[src/rtl/stage_memory.sv]
// Memory stage: EX/MEM latch, lw/sw via req/ack data memory,
// overflow redirect to rstatus, one writeback record per instruction.
module stage_memory #(
  parameter int ADDR_W  = 12,
  parameter int TIMEOUT = 15
) (
  input  logic              clock,
  input  logic              reset,
  input  logic              ex_valid,
  input  logic [4:0]        ex_opcode,
  input  logic [4:0]        ex_alu_op,
  input  logic [4:0]        ex_rd,
  input  logic [31:0]       ex_alu_result,
  input  logic [31:0]       ex_store_data,
  input  logic              ex_overflow,
  input  logic              flush,
  output logic              ex_ready,
  output logic              dmem_req,
  output logic              dmem_wren,
  output logic [ADDR_W-1:0] dmem_addr,
  output logic [31:0]       dmem_wdata,
  input  logic              dmem_ack,
  input  logic [31:0]       dmem_rdata,
  output logic              wb_valid,
  output logic              wb_we,
  output logic [4:0]        wb_rd,
  output logic [31:0]       wb_data,
  output logic              mem_error
);

  localparam int CW = $clog2(TIMEOUT + 1);

  localparam logic [4:0] OP_ALU  = 5'b00000;
  localparam logic [4:0] OP_ADDI = 5'b00101;
  localparam logic [4:0] OP_SW   = 5'b00111;
  localparam logic [4:0] OP_LW   = 5'b01000;
  localparam logic [4:0] FN_ADD  = 5'b00000;
  localparam logic [4:0] FN_SUB  = 5'b00001;
  localparam logic [4:0] RSTATUS = 5'd30;

  typedef enum logic {
    S_RUN,
    S_WAIT
  } state_t;

  state_t state_q, state_d;

  logic [CW-1:0]     cnt_q, cnt_d;
  logic              req_q, req_d;
  logic              wren_q, wren_d;
  logic [ADDR_W-1:0] addr_q, addr_d;
  logic [31:0]       wdata_q, wdata_d;
  logic [4:0]        prd_q, prd_d;
  logic              plw_q, plw_d;
  logic              err_q, err_d;
  logic              wbv_q, wbv_d;
  logic              wbwe_q, wbwe_d;
  logic [4:0]        wbrd_q, wbrd_d;
  logic [31:0]       wbdat_q, wbdat_d;

  logic is_alu, is_addi, is_sw, is_lw, is_mem;
  logic ovf_add, ovf_sub, ovf_addi, redirect;
  logic accept, tmo, done;

  logic        rec_we;
  logic [4:0]  rec_rd;
  logic [31:0] rec_data;

  assign is_alu  = ex_opcode == OP_ALU;
  assign is_addi = ex_opcode == OP_ADDI;
  assign is_sw   = ex_opcode == OP_SW;
  assign is_lw   = ex_opcode == OP_LW;
  assign is_mem  = is_sw | is_lw;

  assign ovf_add  = is_alu & (ex_alu_op == FN_ADD)
                  & ex_overflow;
  assign ovf_sub  = is_alu & (ex_alu_op == FN_SUB)
                  & ex_overflow;
  assign ovf_addi = is_addi & ex_overflow;
  assign redirect = ovf_add | ovf_sub | ovf_addi;

  assign accept = ex_valid & ex_ready & ~flush;
  assign tmo    = cnt_q == CW'(TIMEOUT - 1);
  assign done   = dmem_ack | tmo;

  // Writeback record for instructions that retire without memory.
  always_comb begin
    rec_we   = 1'b0;
    rec_rd   = ex_rd;
    rec_data = ex_alu_result;
    unique case (1'b1)
      ovf_add: begin
        rec_we   = 1'b1;
        rec_rd   = RSTATUS;
        rec_data = 32'd1;
      end
      ovf_addi: begin
        rec_we   = 1'b1;
        rec_rd   = RSTATUS;
        rec_data = 32'd2;
      end
      ovf_sub: begin
        rec_we   = 1'b1;
        rec_rd   = RSTATUS;
        rec_data = 32'd3;
      end
      (is_alu | is_addi) & ~redirect: begin
        rec_we = |ex_rd;
      end
      default: rec_we = 1'b0;
    endcase
  end

  always_ff @(posedge clock or posedge reset) begin
    if (reset) begin
      state_q <= S_RUN;
      cnt_q   <= '0;
      req_q   <= 1'b0;
      wren_q  <= 1'b0;
      addr_q  <= '0;
      wdata_q <= '0;
      prd_q   <= '0;
      plw_q   <= 1'b0;
      err_q   <= 1'b0;
      wbv_q   <= 1'b0;
      wbwe_q  <= 1'b0;
      wbrd_q  <= '0;
      wbdat_q <= '0;
    end else begin
      state_q <= state_d;
      cnt_q   <= cnt_d;
      req_q   <= req_d;
      wren_q  <= wren_d;
      addr_q  <= addr_d;
      wdata_q <= wdata_d;
      prd_q   <= prd_d;
      plw_q   <= plw_d;
      err_q   <= err_d;
      wbv_q   <= wbv_d;
      wbwe_q  <= wbwe_d;
      wbrd_q  <= wbrd_d;
      wbdat_q <= wbdat_d;
    end
  end

  always_comb begin
    state_d = state_q;
    unique case (state_q)
      S_RUN:
        if (accept && is_mem) state_d = S_WAIT;
      S_WAIT:
        if (done) state_d = S_RUN;
      default: state_d = S_RUN;
    endcase
  end

  always_comb begin
    cnt_d   = cnt_q;
    req_d   = req_q;
    wren_d  = wren_q;
    addr_d  = addr_q;
    wdata_d = wdata_q;
    prd_d   = prd_q;
    plw_d   = plw_q;
    err_d   = err_q;
    wbv_d   = 1'b0;
    wbwe_d  = 1'b0;
    wbrd_d  = '0;
    wbdat_d = '0;
    unique case (state_q)
      S_RUN: begin
        if (accept && is_mem) begin
          req_d   = 1'b1;
          wren_d  = is_sw;
          addr_d  = ex_alu_result[ADDR_W-1:0];
          wdata_d = ex_store_data;
          prd_d   = ex_rd;
          plw_d   = is_lw;
          cnt_d   = '0;
        end else if (accept) begin
          wbv_d   = 1'b1;
          wbwe_d  = rec_we;
          wbrd_d  = rec_rd;
          wbdat_d = rec_data;
        end
      end
      S_WAIT: begin
        cnt_d = cnt_q + 1'b1;
        if (done) begin
          req_d  = 1'b0;
          wbv_d  = 1'b1;
          wbwe_d = plw_q & (|prd_q);
          wbrd_d = prd_q;
          // A timed-out load retires with zero data.
          if (plw_q && dmem_ack) wbdat_d = dmem_rdata;
          if (!dmem_ack) err_d = 1'b1;
        end
      end
      default: ;
    endcase
  end

  always_comb begin
    ex_ready   = state_q == S_RUN;
    dmem_req   = req_q;
    dmem_wren  = wren_q;
    dmem_addr  = addr_q;
    dmem_wdata = wdata_q;
    wb_valid   = wbv_q;
    wb_we      = wbwe_q;
    wb_rd      = wbrd_q;
    wb_data    = wbdat_q;
    mem_error  = err_q;
  end

endmodule

[config.mk]
export PLATFORM = sky130hd
export DESIGN_NAME = stage_memory
export DESIGN_NICKNAME = d
export VERILOG_FILES = /design/src/rtl/stage_memory.sv
export SDC_FILE = /design/constraint.sdc
export NUM_CORES = 1
export LEC_CHECK = 0
export CAP_MARGIN = 20
export CELL_PAD_IN_SITES_DETAIL_PLACEMENT = 0
export CELL_PAD_IN_SITES_GLOBAL_PLACEMENT = 1
export CORE_UTILIZATION = 32
export DETAILED_ROUTE_END_ITERATION = 8
export PLACE_DENSITY = 0.86
export SYNTH_ARGS = -nofsm -noshare
export SYNTH_HDL_FRONTEND = slang
export SYNTH_SLANG_ARGS = --single-unit
[constraint.sdc]
create_clock -name clock -period 8.2 [get_ports clock]
set_clock_uncertainty 0.1 [all_clocks]
set_input_delay 1.23 -clock clock [delete_from_list [all_inputs] [get_ports clock]]
set_output_delay 1.23 -clock clock [all_outputs]
set_load 0.02 [all_outputs]
==> results of run 1 <==
==> synthesized netlist by cell type (2+ instances only) <==
cell,instances,area share
sky130_fd_sc_hd__a21o_2,2,0.0046
sky130_fd_sc_hd__a21oi_1,7,0.0092
sky130_fd_sc_hd__a22o_1,31,0.071
sky130_fd_sc_hd__buf_2,4,0.0052
sky130_fd_sc_hd__buf_6,6,0.018
sky130_fd_sc_hd__clkbuf_1,5,0.0049
sky130_fd_sc_hd__dfrtp_1,97,0.63
sky130_fd_sc_hd__ha_1,2,0.0065
sky130_fd_sc_hd__inv_1,5,0.0049
sky130_fd_sc_hd__mux2_2,49,0.14
sky130_fd_sc_hd__nand2_1,12,0.012
sky130_fd_sc_hd__nor2_1,5,0.0049
sky130_fd_sc_hd__o21ai_0,6,0.0079
sky130_fd_sc_hd__o22ai_1,4,0.0065
sky130_fd_sc_hd__o31ai_1,2,0.0039
sky130_fd_sc_hd__or2_2,2,0.0033
sky130_fd_sc_hd__or4_1,2,0.0039
sky130_fd_sc_hd__xor2_1,2,0.0046
==> stage by stage <==
step                      power (W)  instances
after floorplan            0.000765        265
after global placement     0.000963        601
after global routing        0.00146        617
after detailed placement   0.000974        601
after CTS                   0.00141        617
final                       0.00140        617
==> worst max path at each step <==
stage	to	slack, ns	startpoint	depth (start not counted)
6_report	dmem_wdata[20]	4.89	ex_opcode[1]	5
5_1_grt	dmem_wdata[20]	4.81	ex_opcode[1]	5
4_1_cts	dmem_wdata[20]	4.88	ex_opcode[1]	5
3_5_place_dp	dmem_wdata[20]	4.52	ex_opcode[1]	5
3_3_place_gp	dmem_wdata[20]	4.58	ex_opcode[1]	5
2_1_floorplan	cnt_q[0]	4.34	reset	1
==> sequential cells by signal, indices dropped and copies added, names as in the netlist <==
register,cells
dmem_req,1
dmem_addr,12
dmem_wdata,32
state_q,1
dmem_wren,1
plw_q,1
prd_q,5
wb_valid,1
mem_error,1
wb_we,1
cnt_q,4
wb_rd,5
wb_data,32
==> power groups by stage <==
| stage | logic (W) | clock network (W) | registers [W] |
|---|---|---|---|
| 2_1_floorplan | 0.0000934 | 0 | 0.000671 |
| 3_3_place_gp | 0.000365 | 0 | 0.000598 |
| 3_5_place_dp | 0.000371 | 0 | 0.000603 |
| 4_1_cts | 0.000373 | 0.000447 | 0.000594 |
| 5_1_grt | 0.000390 | 0.000470 | 0.000603 |
| 6_report | 0.000369 | 0.000436 | 0.000593 |
==> critical path: stages <==
cell and delay, ns:
sky130_fd_sc_hd__clkdlybuf4s50_1 0.51, sky130_fd_sc_hd__or4b_4 0.60, sky130_fd_sc_hd__a211oi_4 0.25, sky130_fd_sc_hd__buf_4 0.41, sky130_fd_sc_hd__mux2_2 0.40
==> routing by layer <==
| metal | track usage | up-vias | wire, um |
|---|---|---|---|
| met1 | 0.210 | 1467 | 4220 |
| met2 | 0.305 | 141 | 5410 |
| met4 | 0.0676 | 0 | 202 |
| met5 | 0 | - | 0 |
| li1 | - | 1378 | - |
| met3 | 0.0596 | 16 | 846 |
==> cells by family (layout without fill, tap and decap cells) <==
logic type / after synthesis / in the layout / synth area share
AOI/OAI and AO/OA: 60 / 60 / 0.121
DFF: 97 / 97 / 0.635
adders and majority gates: 2 / 2 / 0.00654
xor gates and xnor gates: 2 / 2 / 0.00458
and+or+nand+nor: 34 / 34 / 0.0517
muxes: 50 / 50 / 0.148
buffers and inverters: 20 / 229 / 0.0327
==> cell type report <==
cell class	instances	area (um2)	share of cell area
Tap cell	143	179	0.0284
Timing Repair Buffer	208	2070	0.329
Inverter	5	21.3	0.00338
Clock buffer	9	225	0.0358
Clock inverter	7	86.3	0.0137
Sequential cell	97	2430	0.386
Multi-Input combinational cell	148	1280	0.204
==> metrics.yaml, run 1 <==
clocking:
  clock_path_buffers: 2
  clkLatencyLatePin_ns: 0.34
  tritoncts_num_sinks: 97
  clk_pin_slew_ns: 0.07
  cts_resized: 0
  number_of_buffers_created_by_cts: 9
  deepest_level_of_the_cts_h_tree: 3
  post-cts-setup-buffer-count: 0
  cts_tree: "done"
  post_cts_hold_buffer_count: 0
  clock-root-buffer: "sky130_fd_sc_hd__clkbuf_16"
timing:
  report.final.slew_viol_count: 0
  setup-violations-final: 0
  timing.max_slew.rel_slack: 0.382
  hold_violations: 0
  fmaxAchievable_mhz: 302
  rsz_0062_raised_after_global_routing: "false"
  setup_ws_ns: 4.89
  tcrit_tclk_final: 0.404
  worst_hold_slack_ns: 0.377
  setup_tns_ns: 0
  final.min_clock_period_ns: 3.31
  max_slew.worst_pin.slew_ns: 0.925
setup_path:
  crit-reg2reg-launch: "state_q"
  end_kind: "flop"
  rrSetupSlack_ns: 5.91
  criticalPathCategory: "input pin to flop"
  worst-r2r-cell-count: 4
  crit-reg2reg-capture: "dmem_wdata[20]"
  timing.critical_path.required_ns: 8.32
  cp_max_fo: 32
  start_kind: "input pin"
  worst-endpoint-arrival_ns: 3.43
floorplan:
  die_height_um: 111
  dieWidth_um: 111
  coreArea_mm2: 0.0115
  design.die.area_mm2: 0.0124
  placementRows: 39
  io-pin-count: 204
  effective_utilization_at_floorplan: 0.332
placement:
  postPlaceCellArea_mm2: 0.00598
  port_buffers: 203
  preCtsSetupSlack_ns: 4.52
  gp_congestion: 0.844
  detailedPlacementHpwl_um: 7940
final_layout:
  drive_gt1_frac: 0.171
  final_net_count: 588
  leading_cell_type_in_the_layout_fill_and_taps_excluded: "sky130_fd_sc_hd__clkdlybuf4s50_1"
  layout.cell_area.non_filler_mm2: 0.00629
  area_growth_syn_to_layout_pct: 64.6
  antenna-diode-count: 0
  layout.cells.most_common_list: "sky130_fd_sc_hd__clkdlybuf4s50_1, sky130_fd_sc_hd__dfrtp_1, sky130_fd_sc_hd__mux2_2, sky130_fd_sc_hd__a22o_1, sky130_fd_sc_hd__nand2_1"
  fillerInstances: 964
  fin_util: 0.546
hold_path:
  timing.hold.worst.start: "mem_error"
  min-delay-path-class: "flop to flop"
  whs_endpoint: "mem_error"
  holdPathStages: 1
drt:
  route.detailed.vias_per_inst: 4.87
  totalWireLength_um: 10700
  drtIter0Drc: 175
  antenna_violating_nets_post_route: 0
  detailed_router_iteration_count_before_antenna_repair: 6
  drc: 38
  vias: 3002
  drt-wirelength-per-cell_um: 17.3
synthesis:
  ys.warnings.count: 0
  synth-edff-count: 0
  postSynthCellCount: 265
  yosys.cell_types.count: 40
  synthesis.area_mm2: 0.00382
  synth_fp_nets: 384
  synth_flop_cell: "sky130_fd_sc_hd__dfrtp_1"
  yosys_register_bits: 97
  proportion_of_synthesized_chip_area_in_sequential_cells: 0.635
  syn_avg_cell_area_um2: 14.4
  postSynth.asyncResetShare: 1.00
grt:
  first_pass_grt_wire_length_um: 17100
  gr_ovfl_total: 0
  grt_start_max_net_pins: 60
  global_route_usage_over_all_layers: 0.179
  grt_antenna_before_repair: 0
  first_global_vias: 3207
power_and_ir_drop:
  peak_supply_drop_uv: 95.5
  intPower_w: 0.00100
  total_switching_power_w: 0.000394
  power-per-cell-area_mw_per_mm2: 222
  clockPowerShare: 0.312
  p_seq_frac: 0.424
  combinational_group_share_of_total_power: 0.264
  sw_frac_of_total: 0.282
  total_leakage_power_nw: 2.70
outcome:
  violations: "DRC"
  outcome: "complete, but fails checks"
flow_run:
  timing.max_cap.violations: 0
No activity file was read; power rests on OpenSTA's default activity.
==> run 2: changes to the inputs <==
- CORE_UTILIZATION: 32 -> 30
- PLACE_DENSITY: 0.86 -> 0.81
- clock period: 8.2 -> 3.21 ns (I/O delays scaled with it)
==> metrics.yaml, run 2 (synthesized netlist as in run 1, its figures left out) <==
power_and_ir_drop:
  power-per-cell-area_mw_per_mm2: 555  # was 222 mW/mm2
  power.total_w: 0.00355  # was 0.00140 W
  total_leakage_power_nw: 2.73  # was 2.70 nW
  peak_supply_drop_uv: 205  # was 95.5 uV
hold_path:
  timing.hold.worst.start: "mem_error"  # unchanged
  min-delay-path-class: "flop to flop"  # unchanged
  whs_endpoint: "mem_error"  # unchanged
  holdPathStages: 1  # unchanged
timing:
  final.min_clock_period_ns: 2.46
  setup_ws_ns: 0.746  # was 4.89 ns
  hold_violations: 0  # unchanged
  timing.max_slew.rel_slack: 0.357  # was 0.382
  setup-violations-final: 0  # unchanged
  rsz_0062_raised_after_global_routing: "false"  # unchanged
  setup_tns_ns: 0  # unchanged
  worst_hold_slack_ns: 0.381  # was 0.377 ns
  fmaxAchievable_mhz: 406
  max_slew.worst_pin.slew_ns: 0.962  # was 0.925 ns
  report.final.slew_viol_count: 0  # unchanged
  tcrit_tclk_final: 0.767
grt:
  gr_ovfl_total: 0  # unchanged
  grt_antenna_before_repair: 0  # unchanged
  global_route_usage_over_all_layers: 0.160  # was 0.179
  first_pass_grt_wire_length_um: 16100  # was 17100 um
  grt_start_max_net_pins: 52  # was 60
  first_global_vias: 3104  # was 3207
drt:
  totalWireLength_um: 10600  # was 10700 um
  drc: 0  # was 38
  detailed_router_iteration_count_before_antenna_repair: 4  # was 6
  vias: 2967  # was 3002
  drt-wirelength-per-cell_um: 16.4  # was 17.3 um
  drtIter0Drc: 113  # was 175
  antenna_violating_nets_post_route: 0  # unchanged
  route.detailed.vias_per_inst: 4.60  # was 4.87
floorplan:
  dieWidth_um: 115  # was 111 um
  die_height_um: 115  # was 111 um
  io-pin-count: 204  # unchanged
  design.die.area_mm2: 0.0132  # was 0.0124 mm2
  coreArea_mm2: 0.0122  # was 0.0115 mm2
  placementRows: 40  # was 39
  effective_utilization_at_floorplan: 0.313  # was 0.332
final_layout:
  leading_cell_type_in_the_layout_fill_and_taps_excluded: "sky130_fd_sc_hd__clkdlybuf4s50_1"  # unchanged
  area_growth_syn_to_layout_pct: 67.2  # was 64.6%
  final_net_count: 591  # was 588
  layout.cells.most_common_list: "sky130_fd_sc_hd__clkdlybuf4s50_1, sky130_fd_sc_hd__dfrtp_1, sky130_fd_sc_hd__mux2_2, sky130_fd_sc_hd__a22o_1, sky130_fd_sc_hd__nand2_1"  # unchanged
  antenna-diode-count: 0  # unchanged
  drive_gt1_frac: 0.174  # was 0.171
clocking:
  clkLatencyLatePin_ns: 0.33  # was 0.34 ns
  tritoncts_num_sinks: 97  # unchanged
  cts_tree: "done"  # unchanged
  deepest_level_of_the_cts_h_tree: 3  # unchanged
  clock-root-buffer: "sky130_fd_sc_hd__clkbuf_16"  # unchanged
  clock_path_buffers: 2  # unchanged
  clk_pin_slew_ns: 0.07  # about the same
  cts_resized: 0  # unchanged
  number_of_buffers_created_by_cts: 9  # unchanged
  post_cts_hold_buffer_count: 0  # unchanged
  post-cts-setup-buffer-count: 0  # unchanged
setup_path:
  rrSetupSlack_ns: 0.79  # was 5.91 ns
  worst-endpoint-arrival_ns: 2.63  # was 3.43 ns
  cp_max_fo: 18  # was 32
  criticalPathCategory: "input pin to flop"  # unchanged
  start_kind: "input pin"  # unchanged
  end_kind: "flop"  # unchanged
  timing.critical_path.required_ns: 3.37  # was 8.32 ns
  crit-reg2reg-capture: "wb_data[25]"  # was dmem_wdata[20]
  crit-reg2reg-launch: "state_q"  # unchanged
  worst-r2r-cell-count: 4  # unchanged
placement:
  preCtsSetupSlack_ns: 0.365  # was 4.52 ns
  gp_congestion: 0.808  # was 0.844
  detailedPlacementHpwl_um: 8250  # was 7940 um
  port_buffers: 203  # unchanged
outcome:
  outcome: "complete, no violations"  # was complete, but fails checks
flow_run:
  timing.max_cap.violations: 0  # unchanged
-- run 2: changes by cell type in the layout (fill, tap and decap cells not counted), sizes merged --
cell / change
clkbuf: +3
inv: -3
buf: +3
-- run 2: layout make-up --
cell class | instances | area, um2
clock inverters | 4 | 51.3
repair buffers | 211 | 2140
clock buffers | 12 | 256
flip-flops and latches | 97 | 2430
multi-input cells | 148 | 1280
well taps | 168 | 210
inverters | 5 | 21.3
fillers | 1094 | 5820
-- run 2: where the power goes --
part	switching, W	internal, W
combinational	0.000402	0.000539
clock	0.000443	0.000647
sequential	0.000107	0.00141
total	0.000951	0.00260
-- run 2: how the worst max path moves through the flow --
stage	startpoint	to	slack, ns	cells after the start
final	ex_valid	wb_data[25]	0.75	5
after global routing	ex_valid	wb_data[17]	0.61	5
after CTS	ex_valid	wb_data[25]	0.72	5
after detailed placement	ex_valid	wb_data[29]	0.36	5
after global placement	ex_valid	wb_data[22]	0.39	5
after floorplan	reset	cnt_q[0]	0.09	1
-- run 2: critical path, cell delays in order --
cell and delay (ns):
sky130_fd_sc_hd__clkdlybuf4s50_1 0.44, sky130_fd_sc_hd__or3b_1 0.47, sky130_fd_sc_hd__a211oi_4 0.84, sky130_fd_sc_hd__buf_12 0.23, sky130_fd_sc_hd__a22o_1 0.15
-- run 2: routing by layer --
metal / vias up / share of wire / track usage
met1: 1459 / 0.40 / 0.182
met3: 9 / 0.075 / 0.0480
met5: - / 0 / 0
met2: 122 / 0.51 / 0.291
li1: 1377 / - / -
met4: 0 / 0.0098 / 0.0459
-- run 2: through the flow --
step                std cells  instance area (um2)  utilization
finish                    645                 6390        0.523
global route              645                 6390        0.523
CTS                       645                 6390        0.523
detailed placement        629                 6080        0.498
global placement          629                 6080        0.498
floorplan                 265                 3820            -
